$ cat src/rtl/mc16_control_unit.sv
// mc16_control_unit: multi-cycle control FSM for the 16-bit RISC computer.
// It holds the IR, the stored NZVC flags and the sequencing state. Every
// datapath select, enable and memory strobe is decoded from the registered
// state and IR. The only exceptions are the FETCH PC load and the MEM_RD
// MDR load, which are also gated by mem_ready.
//
// Build option MC16_MEM_WAIT_EN:
//   defined   - FETCH, MEM_RD and MEM_WR stall until mem_ready is high.
//   undefined - mem_ready is ignored, and every memory access takes one cycle.
module mc16_control_unit (
  input  logic        clk,
  input  logic        rst,
  input  logic [15:0] mem_rdata,
  input  logic        mem_ready,
  input  logic [3:0]  NZVC,
  output logic [15:0] Instr,
  output logic [2:0]  Rd_ddd_to_RF,
  output logic [2:0]  Rm_mmm_to_RF,
  output logic [2:0]  Rn_nnn_to_RF,
  output logic        ALU_A_Sel,
  output logic [1:0]  ALU_B_Sel,
  output logic [1:0]  Imm_Sel,
  output logic        ALU_Control,
  output logic        RA_Data_CE,
  output logic        RB_Data_CE,
  output logic        ALUOut_CE,
  output logic        RF_Write_en,
  output logic        Mem_to_RF_Sel,
  output logic        PC_Write_en,
  output logic        PC_Src,
  output logic        IorD,
  output logic        Mem_Read,
  output logic        Mem_Write,
  output logic        MDR_CE,
  output logic        halted,
  output logic        illegal
);

  typedef enum logic [3:0] {
    S_FETCH, S_DECODE, S_EXEC, S_WB_ALU, S_MEM_ADDR,
    S_MEM_RD, S_WB_MEM, S_MEM_WR, S_BRANCH, S_HALTED
  } state_t;

  localparam logic [4:0] OP_ADD   = 5'b00000;
  localparam logic [4:0] OP_SUB   = 5'b00001;
  localparam logic [4:0] OP_ADDI  = 5'b00010;
  localparam logic [4:0] OP_SUBI  = 5'b00011;
  localparam logic [4:0] OP_ADDI8 = 5'b00100;
  localparam logic [4:0] OP_LDR   = 5'b00101;
  localparam logic [4:0] OP_STR   = 5'b00110;
  localparam logic [4:0] OP_B     = 5'b00111;
  localparam logic [4:0] OP_BEQ   = 5'b01000;
  localparam logic [4:0] OP_CMP   = 5'b01001;
  localparam logic [4:0] OP_HALT  = 5'b11111;

  state_t      state;
  logic [15:0] ir;
  logic [3:0]  flags;
  logic [4:0]  opcode;
  logic        op_legal;
  logic        mem_rdy;

  assign opcode   = ir[15:11];
  // The opcodes 00000..01001 are contiguous, and HALT is the only other legal opcode.
  assign op_legal = (opcode <= OP_CMP) || (opcode == OP_HALT);

`ifdef MC16_MEM_WAIT_EN
  assign mem_rdy = mem_ready;
`else
  logic unused_mem_ready;
  assign unused_mem_ready = mem_ready;
  assign mem_rdy          = 1'b1;
`endif

  // BEQ is the only consumer of the stored flags, so only Z leaves this block.
  logic unused_flags;
  assign unused_flags = ^{flags[3], flags[1:0]};

  assign Instr        = ir;
  assign Rd_ddd_to_RF = ir[10:8];
  assign Rm_mmm_to_RF = (opcode == OP_ADDI8) ? ir[10:8] : ir[7:5];
  assign Rn_nnn_to_RF = (opcode == OP_STR)   ? ir[10:8] : ir[4:2];

  // Sequencing state, instruction register and stored flags.
  always_ff @(posedge clk or posedge rst) begin
    // NOTE: state registers use non-blocking assignments so that every flop
    // samples the values from before the edge, whatever the statement order.
    if (rst) begin
      state <= S_FETCH;
      ir    <= '0;
      flags <= '0;
    end else begin
      case (state)
        S_FETCH: begin
          if (mem_rdy) begin
            ir    <= mem_rdata;
            state <= S_DECODE;
          end
        end
        S_DECODE: begin
          case (opcode)
            OP_B, OP_BEQ:   state <= S_BRANCH;
            OP_HALT:        state <= S_HALTED;
            OP_LDR, OP_STR: state <= S_MEM_ADDR;
            default:        state <= op_legal ? S_EXEC : S_FETCH;
          endcase
        end
        S_EXEC: begin
          flags <= NZVC;
          state <= (opcode == OP_CMP) ? S_FETCH : S_WB_ALU;
        end
        S_WB_ALU:   state <= S_FETCH;
        S_MEM_ADDR: state <= (opcode == OP_LDR) ? S_MEM_RD : S_MEM_WR;
        S_MEM_RD:   if (mem_rdy) state <= S_WB_MEM;
        S_WB_MEM:   state <= S_FETCH;
        S_MEM_WR:   if (mem_rdy) state <= S_FETCH;
        S_BRANCH:   state <= S_FETCH;
        S_HALTED:   state <= S_HALTED;
        default:    state <= S_FETCH;
      endcase
    end
  end

  // Moore decode of datapath controls. While rst is high, enables and strobes
  // are forced low so that an aborted instruction cannot write anything.
  always_comb begin
    // NOTE: every output gets a default first so no path leaves one unassigned,
    // which would infer a latch.
    ALU_A_Sel     = 1'b1;
    ALU_B_Sel     = 2'b00;
    Imm_Sel       = 2'b00;
    ALU_Control   = 1'b0;
    RA_Data_CE    = 1'b0;
    RB_Data_CE    = 1'b0;
    ALUOut_CE     = 1'b0;
    RF_Write_en   = 1'b0;
    Mem_to_RF_Sel = 1'b0;
    PC_Write_en   = 1'b0;
    PC_Src        = 1'b0;
    IorD          = 1'b0;
    Mem_Read      = 1'b0;
    Mem_Write     = 1'b0;
    MDR_CE        = 1'b0;
    halted        = 1'b0;
    illegal       = 1'b0;

    case (state)
      S_FETCH: begin
        Mem_Read    = 1'b1;
        ALU_A_Sel   = 1'b0;
        ALU_B_Sel   = 2'b10;
        PC_Write_en = mem_rdy;
      end
      S_DECODE: begin
        RA_Data_CE = 1'b1;
        RB_Data_CE = 1'b1;
        ALUOut_CE  = 1'b1;
        ALU_A_Sel  = 1'b0;
        ALU_B_Sel  = 2'b01;
        Imm_Sel    = 2'b01;
        illegal    = !op_legal;
      end
      S_EXEC: begin
        ALUOut_CE   = 1'b1;
        ALU_B_Sel   = (opcode == OP_ADD || opcode == OP_SUB || opcode == OP_CMP)
                      ? 2'b00 : 2'b01;
        Imm_Sel     = (opcode == OP_ADDI8) ? 2'b01 : 2'b00;
        ALU_Control = (opcode == OP_SUB || opcode == OP_SUBI || opcode == OP_CMP);
      end
      S_WB_ALU: RF_Write_en = 1'b1;
      S_MEM_ADDR: begin
        ALUOut_CE = 1'b1;
        ALU_B_Sel = 2'b01;
      end
      S_MEM_RD: begin
        Mem_Read = 1'b1;
        IorD     = 1'b1;
        MDR_CE   = mem_rdy;
      end
      S_WB_MEM: begin
        RF_Write_en   = 1'b1;
        Mem_to_RF_Sel = 1'b1;
      end
      S_MEM_WR: begin
        Mem_Write = 1'b1;
        IorD      = 1'b1;
      end
      S_BRANCH: begin
        PC_Src      = 1'b1;
        PC_Write_en = (opcode == OP_B) || (opcode == OP_BEQ && flags[2]);
      end
      S_HALTED: halted = 1'b1;
      default: ;
    endcase

    if (rst) begin
      RA_Data_CE    = 1'b0;
      RB_Data_CE    = 1'b0;
      ALUOut_CE     = 1'b0;
      RF_Write_en   = 1'b0;
      Mem_to_RF_Sel = 1'b0;
      PC_Write_en   = 1'b0;
      PC_Src        = 1'b0;
      IorD          = 1'b0;
      Mem_Read      = 1'b0;
      Mem_Write     = 1'b0;
      MDR_CE        = 1'b0;
      halted        = 1'b0;
      illegal       = 1'b0;
    end
  end

endmodule

$ cat config.mk
export PLATFORM = sky130hd
export DESIGN_NAME = mc16_control_unit
export DESIGN_NICKNAME = d
export VERILOG_FILES = /design/src/rtl/mc16_control_unit.sv
export SDC_FILE = /design/constraint.sdc
export NUM_CORES = 1
export LEC_CHECK = 0
export BUFFER_PORTS_ARGS = -buffer_cell sky130_fd_sc_hd__buf_2
export CAP_MARGIN = 20
export CORE_MARGIN = 3
export CORE_UTILIZATION = 45
export CTS_BUF_LIST = sky130_fd_sc_hd__clkbuf_16
export DETAILED_ROUTE_END_ITERATION = 7
export PLACE_DENSITY = 0.82
export SLEW_MARGIN = 20
export SYNTH_ARGS = -nofsm -noshare
export SYNTH_HDL_FRONTEND = slang
export SYNTH_SLANG_ARGS = --single-unit
$ cat constraint.sdc
create_clock -name clk -period 5.3 [get_ports clk]
set_clock_uncertainty 0.15 [all_clocks]
set_input_delay 0.53 -clock clk [delete_from_list [all_inputs] [get_ports clk]]
set_output_delay 0.53 -clock clk [all_outputs]
set_load 0.05 [all_outputs]
==> impl_metrics.yaml, run 1 <==
clock_tree:
  cts_tree: "yes"
  cts-resized-gates: 0
  cts_root_buf: "clkbuf_16"
  clk_transition_reported_paths_ns: 0.06
  cts.htree.levels: 1
  clockBufferDepth: 2
  cts_setup_buffers: 0
  cts.sinks: 21
  cts_inserted_buffers: 3
  ctsHoldBuffers: 0
  insertion_delay_ns: 0.26
yosys:
  ys_async_sr_fraction_pct: 100
  yosysMostFrequentCell: "mux2_1"
  yosysUniqueCellTypes: 38
  synth_cells: 126
  synth.top_cells.by_count: "mux2_1 (22), dfrtp_1 (21), nor2_1 (12)"
  synth_nets: 149
  yosysTopAreaCell: "dfrtp_1"
  synth-seq-cells: 21
  avgSynthCellArea_um2: 10.2
  synth_flop_cell: "dfrtp_1"
  synth-compound-area-share_pct: 10.3
  synthMuxAreaShare_pct: 20.9
  yosys_warnings: 0
  synth_area_um2: 1280
  synth-edff-count: 0
  synth.top_cell.area_share_pct: 41.0
  synthSimpleGateAreaFrac_pct: 16.7
  netlist_top_cells_area: "dfrtp_1 (41%), mux2_1 (19%), buf_4 (3.5%)"
  synth_seq_area_share_pct: 41.0
  synth-xor-area-share_pct: 2.73
  synthAdderAreaFrac_pct: 0
  synth_top_family_by_area: "multiplexers"
floorplanning:
  dieArea_um2: 3520
  design.core.area_um2: 2590
  fp.dieH_um: 59.4
  io_pins: 67
  row_count: 18
  die_w_um: 59.4
  initial_core_util_pct: 49.5
global_routing:
  antenna_found_initial: 0
  groute.usage.overall_pct: 20.4
  grt_pass1_vias: 1136
  grt_max_degree: 22
  gr-total-overflow: 0
  grt_first_pass_wirelength_um: 5380
placement:
  io_buffers: 61
  place_hpwl_um: 2400
  gp_congestion: 0.880
drt:
  drt-pass1-iter-count: 4
  drt_iter0_markers: 30
  postRouteAntennaNets: 0
  via_count: 1154
  wl_per_cell_um: 15.1
  routed_via_density: 5.52
  finalWirelength_um: 3160
  drc: 0
worst_setup_path:
  crit_required_ns: 4.62
  critPathTopFamily: "simple AND/OR/NAND/NOR gates"
  crit_type: "flop to output pin"
  slowest_stage: "dfrtp_1"
  critPathBufInv: 1
  critical-path-max-stage-delay_ns: 0.49
  end_kind: "output pin"
  arrival_ns: 2.08
  setup.worst_path.start_class: "flop"
  critPathMaxFanout: 10
  critical_path.cell_chain: "or3b_1, or4_1, o22ai_1, buf_2"
layout:
  n_antenna_cell: 0
  syn_to_final_growth_pct: 27.0
  final_layout_size_suffix_gt1_share_pct: 38.0
  nets: 203
sta:
  worstMarginPinSlew_ns: 0.794
  finalCriticalPeriod_ns: 2.76
  setup_tns_ns: 0
  setup_viol: 0
  timing.final.crit_share_pct: 52.0
  rsz0062_at_grt: "no"
  hold_viol: 0
  final_max_slew_viol_count: 0
  fmax_ghz: 0.363
  slew_headroom_pct: 47.0
run:
  max-cap-violations: 0
run_status:
  status: "complete, no violations"
min_path:
  min_path_type: "primary input to flop"
## sequential cells by signal, indices dropped and copies added, names as in the netlist
| register | flops |
|---|---|
| state | 4 |
| flags | 1 |
| Instr | 16 |
## tightest hold or removal path, cell delays in order
cell     delay (ns)
buf_2          0.07
nand2_1        0.04
o21ai_1        0.06
## cells by family (layout without fill, tap and decap cells)
family | count (synthesis) | in the layout
multiplexers | 24 | 24
flip-flops | 21 | 21
buffers and inverters | 19 | 72
XOR/XNOR | 4 | 4
AND/OR/NAND/NOR | 39 | 39
AO/OA/AOI/OAI | 18 | 18
other | 1 | 1
## cells in the final DEF, fill, tap and decap left out, types with 2 or more instances in the layout
cell type and instances:
nand3_1 4, mux2i_1 2, nor3_1 4, nand2b_1 3
o21a_1 2, a311oi_1 2, mux2_1 22, nor2_1 12
inv_1 6, clkbuf_16 3, buf_2 61, xor2_1 2
xnor2_1 2, o21ai_1 2, and3_1 2, o22ai_1 4
dfrtp_1 21, nand2_1 6, a311o_1 2
## area by class of cell
type	instances	area (um^2)
fill	213	963
tap	30	37.5
multi-input combinational	86	652
sequential	21	526
clock buffer	3	75.1
inverter	7	26.3
clock inverter	1	5.00
timing repair buffer	61	305
## final timing paths
kind | start | to | slack, ns | cells past startpoint
worst max-delay path | state[2] | PC_Write_en | 2.54 | 4
min in group asynchronous | rst | state[2] | 0.34 | 2
worst min register to register | Instr[0] | Instr[0] | 0.35 | 1
worst min-delay path | mem_rdata[12] | Instr[12] | 0.33 | 3
max in group asynchronous | rst | Instr[13] | 4.17 | 2
worst max register to register | state[0] | Instr[11] | 3.43 | 4
## routing by layer
metal  routed length (um)  track usage (%)  vias up  part of all wire, %
met5                    0                0        -                    0
met4                   34             6.47        0                  1.1
met3                  173             4.36        5                  5.5
met2                 1650             35.1       42                   52
met1                 1300             25.1      555                   41
li1                     -                -      552                    -
## through the flow
| step | instances | hold slack, ns | setup WS, ns | instance area, um^2 | util, % |
|---|---|---|---|---|---|
| finish | 209 | 0.331 | 2.54 | 1630 | 62.8 |
| global route | 209 | 0.340 | 2.45 | 1630 | 62.8 |
| CTS | 209 | 0.330 | 2.57 | 1630 | 62.8 |
| detailed placement | 205 | 0.341 | 2.71 | 1550 | 59.7 |
| global placement | 205 | 0.315 | 2.76 | 1550 | 59.7 |
| floorplan | 126 | 0.306 | 2.05 | 1280 | - |
Power of run 1 is left out: the tool's default activity adds up to more than one toggle a clock period on the data nets, which glitch-free logic cannot reach.
==> inputs of run 2 (changes only) <==
==> constraint.sdc (replaced) <==
create_clock -name clk -period 2.82 [get_ports clk]
set_clock_uncertainty 0.15 [all_clocks]
set_input_delay 0.282 -clock clk [delete_from_list [all_inputs] [get_ports clk]]
set_output_delay 0.282 -clock clk [all_outputs]
set_load 0.05 [all_outputs]
==> run 2 against run 1 <==
Die area did not move; sequential cell count did not move; critical path type unchanged; design area rose by 0.31%; sequential share of layout area fell by 0.099 points.
==> impl_metrics.yaml, run 2 (synthesized netlist as in run 1, its figures left out) <==
run_status:
  status: "complete, no violations"
global_routing:
  gr-total-overflow: 0
  grt_max_degree: 22
  grt_first_pass_wirelength_um: 5090
  groute.usage.overall_pct: 18.8
  grt_pass1_vias: 1066
  antenna_found_initial: 0
worst_setup_path:
  r2r_slack_ns: 0.96
  critical-path-max-stage-delay_ns: 0.49
  endpoint: "PC_Write_en"
  crit_type: "flop to output pin"
  slowest_stage: "dfrtp_1"
  arrival_ns: 2.02
  rr_endpoint: "Instr[11]"
  r2r_start: "state[0]"
  reg2reg_depth: 4
  critical_path.cell_chain: "or3b_1, or4_1, o22ai_1, buf_2"
  startpoint: "state[2]"
  critPathMaxFanout: 10
  setup.worst_path.start_class: "flop"
  end_kind: "output pin"
  crit_required_ns: 2.39
placement:
  place_hpwl_um: 2400
  dp_cells: 205
  io_buffers: 61
  gp_congestion: 0.907
layout:
  final_common_cell: "buf_2"
  syn_to_final_growth_pct: 27.3
  largest_reg_flops: 16
  n_antenna_cell: 0
  register_area_um2: 526
  multiInputGateArea_um2: 658
  nets: 203
  nFillCells: 200
  final_layout_size_suffix_gt1_share_pct: 38.0
  final_cell_mix: "buf_2 (61), mux2_1 (22), dfrtp_1 (21), nor2_1 (12), inv_1 (7)"
  layout.cells.non_filler: 209
clock_tree:
  cts-resized-gates: 0
  clockBufferDepth: 2
  cts_inserted_buffers: 3
  clk_transition_reported_paths_ns: 0.05
  cts.htree.levels: 1
  cts_tree: "yes"
  ctsHoldBuffers: 0
  cts_root_buf: "clkbuf_16"
  cts_setup_buffers: 0
  cts.sinks: 21
  insertion_delay_ns: 0.25
drt:
  drt_iter0_markers: 45
  drt-pass1-iter-count: 4
  routed_via_density: 5.52
  postRouteAntennaNets: 0
  wl_per_cell_um: 14.8
  finalWirelength_um: 3100
  via_count: 1153
  drc: 0
floorplanning:
  row_count: 18
  fp.dieH_um: 59.4
  io_pins: 67
  design.core.area_um2: 2590
  dieArea_um2: 3520
  die_w_um: 59.4
  initial_core_util_pct: 49.5
run:
  max-cap-violations: 0
sta:
  final_max_slew_viol_count: 0
  finalCriticalPeriod_ns: 2.45
  fmax_ghz: 0.409
  setup_tns_ns: 0
  timing.final.crit_share_pct: 86.8
  rsz0062_at_grt: "no"
  setup_viol: 0
  hold_viol: 0
  slew_headroom_pct: 48.6
  worstMarginPinSlew_ns: 0.770
min_path:
  min_path_type: "primary input to async pin"
run 2: cell count changes in the layout (fill, tap and decap cells not counted):
cell,previous run,this run
a311oi_2,0,1
a311oi_1,2,1
clkinv_2,1,0
inv_1,6,7
run 2: how the worst min path moves through the flow:
| stage | endpoint | slack [ns] |
|---|---|---|
| 6_report | state[3] | 0.08 |
| 5_1_grt | flags[2] | 0.09 |
| 4_1_cts | flags[2] | 0.09 |
| 3_5_place_dp | flags[2] | 0.34 |
| 3_3_place_gp | Instr[0] | 0.31 |
| 2_1_floorplan | Instr[0] | 0.11 |
run 2: routing by layer:
| metal | routed length, um | vias to the layer above | part of all wire (%) | GRT usage, % |
|---|---|---|---|---|
| li1 | - | 556 | - | - |
| met1 | 1250 | 546 | 40 | 24.0 |
| met2 | 1630 | 49 | 52 | 32.8 |
| met3 | 215 | 2 | 6.9 | 2.40 |
| met4 | 12 | 0 | 0.39 | 5.83 |
| met5 | 0 | - | 0 | 0 |
run 2: metrics by stage:
stage	util [%]	instance area (um^2)	setup WS, ns	hold slack [ns]
after floorplan	-	1290	0.153	0.109
after global placement	60.0	1550	0.687	0.315
after detailed placement	60.0	1550	0.654	0.341
after CTS	63.0	1630	0.382	0.0900
after global routing	63.0	1630	0.283	0.0934
final	63.0	1630	0.372	0.0800
run 2: layout make-up:
| cell class | count | area share [%] |
|---|---|---|
| inverter | 7 | 1.61 |
| sequential | 21 | 32.2 |
| clock inverter | 1 | 0.230 |
| tap | 30 | 2.30 |
| multi-input combinational | 86 | 40.3 |
| timing repair buffer | 61 | 18.7 |
| clock buffer | 3 | 4.60 |
run 2: worst max-delay path: cells and delay by family (launching register included):
family	cells	cell delay, ns
simple gates	2	0.87
flops	1	0.49
buf+inv	1	0.28
compound gates	1	0.12
Power of run 2 is left out for the same reason.
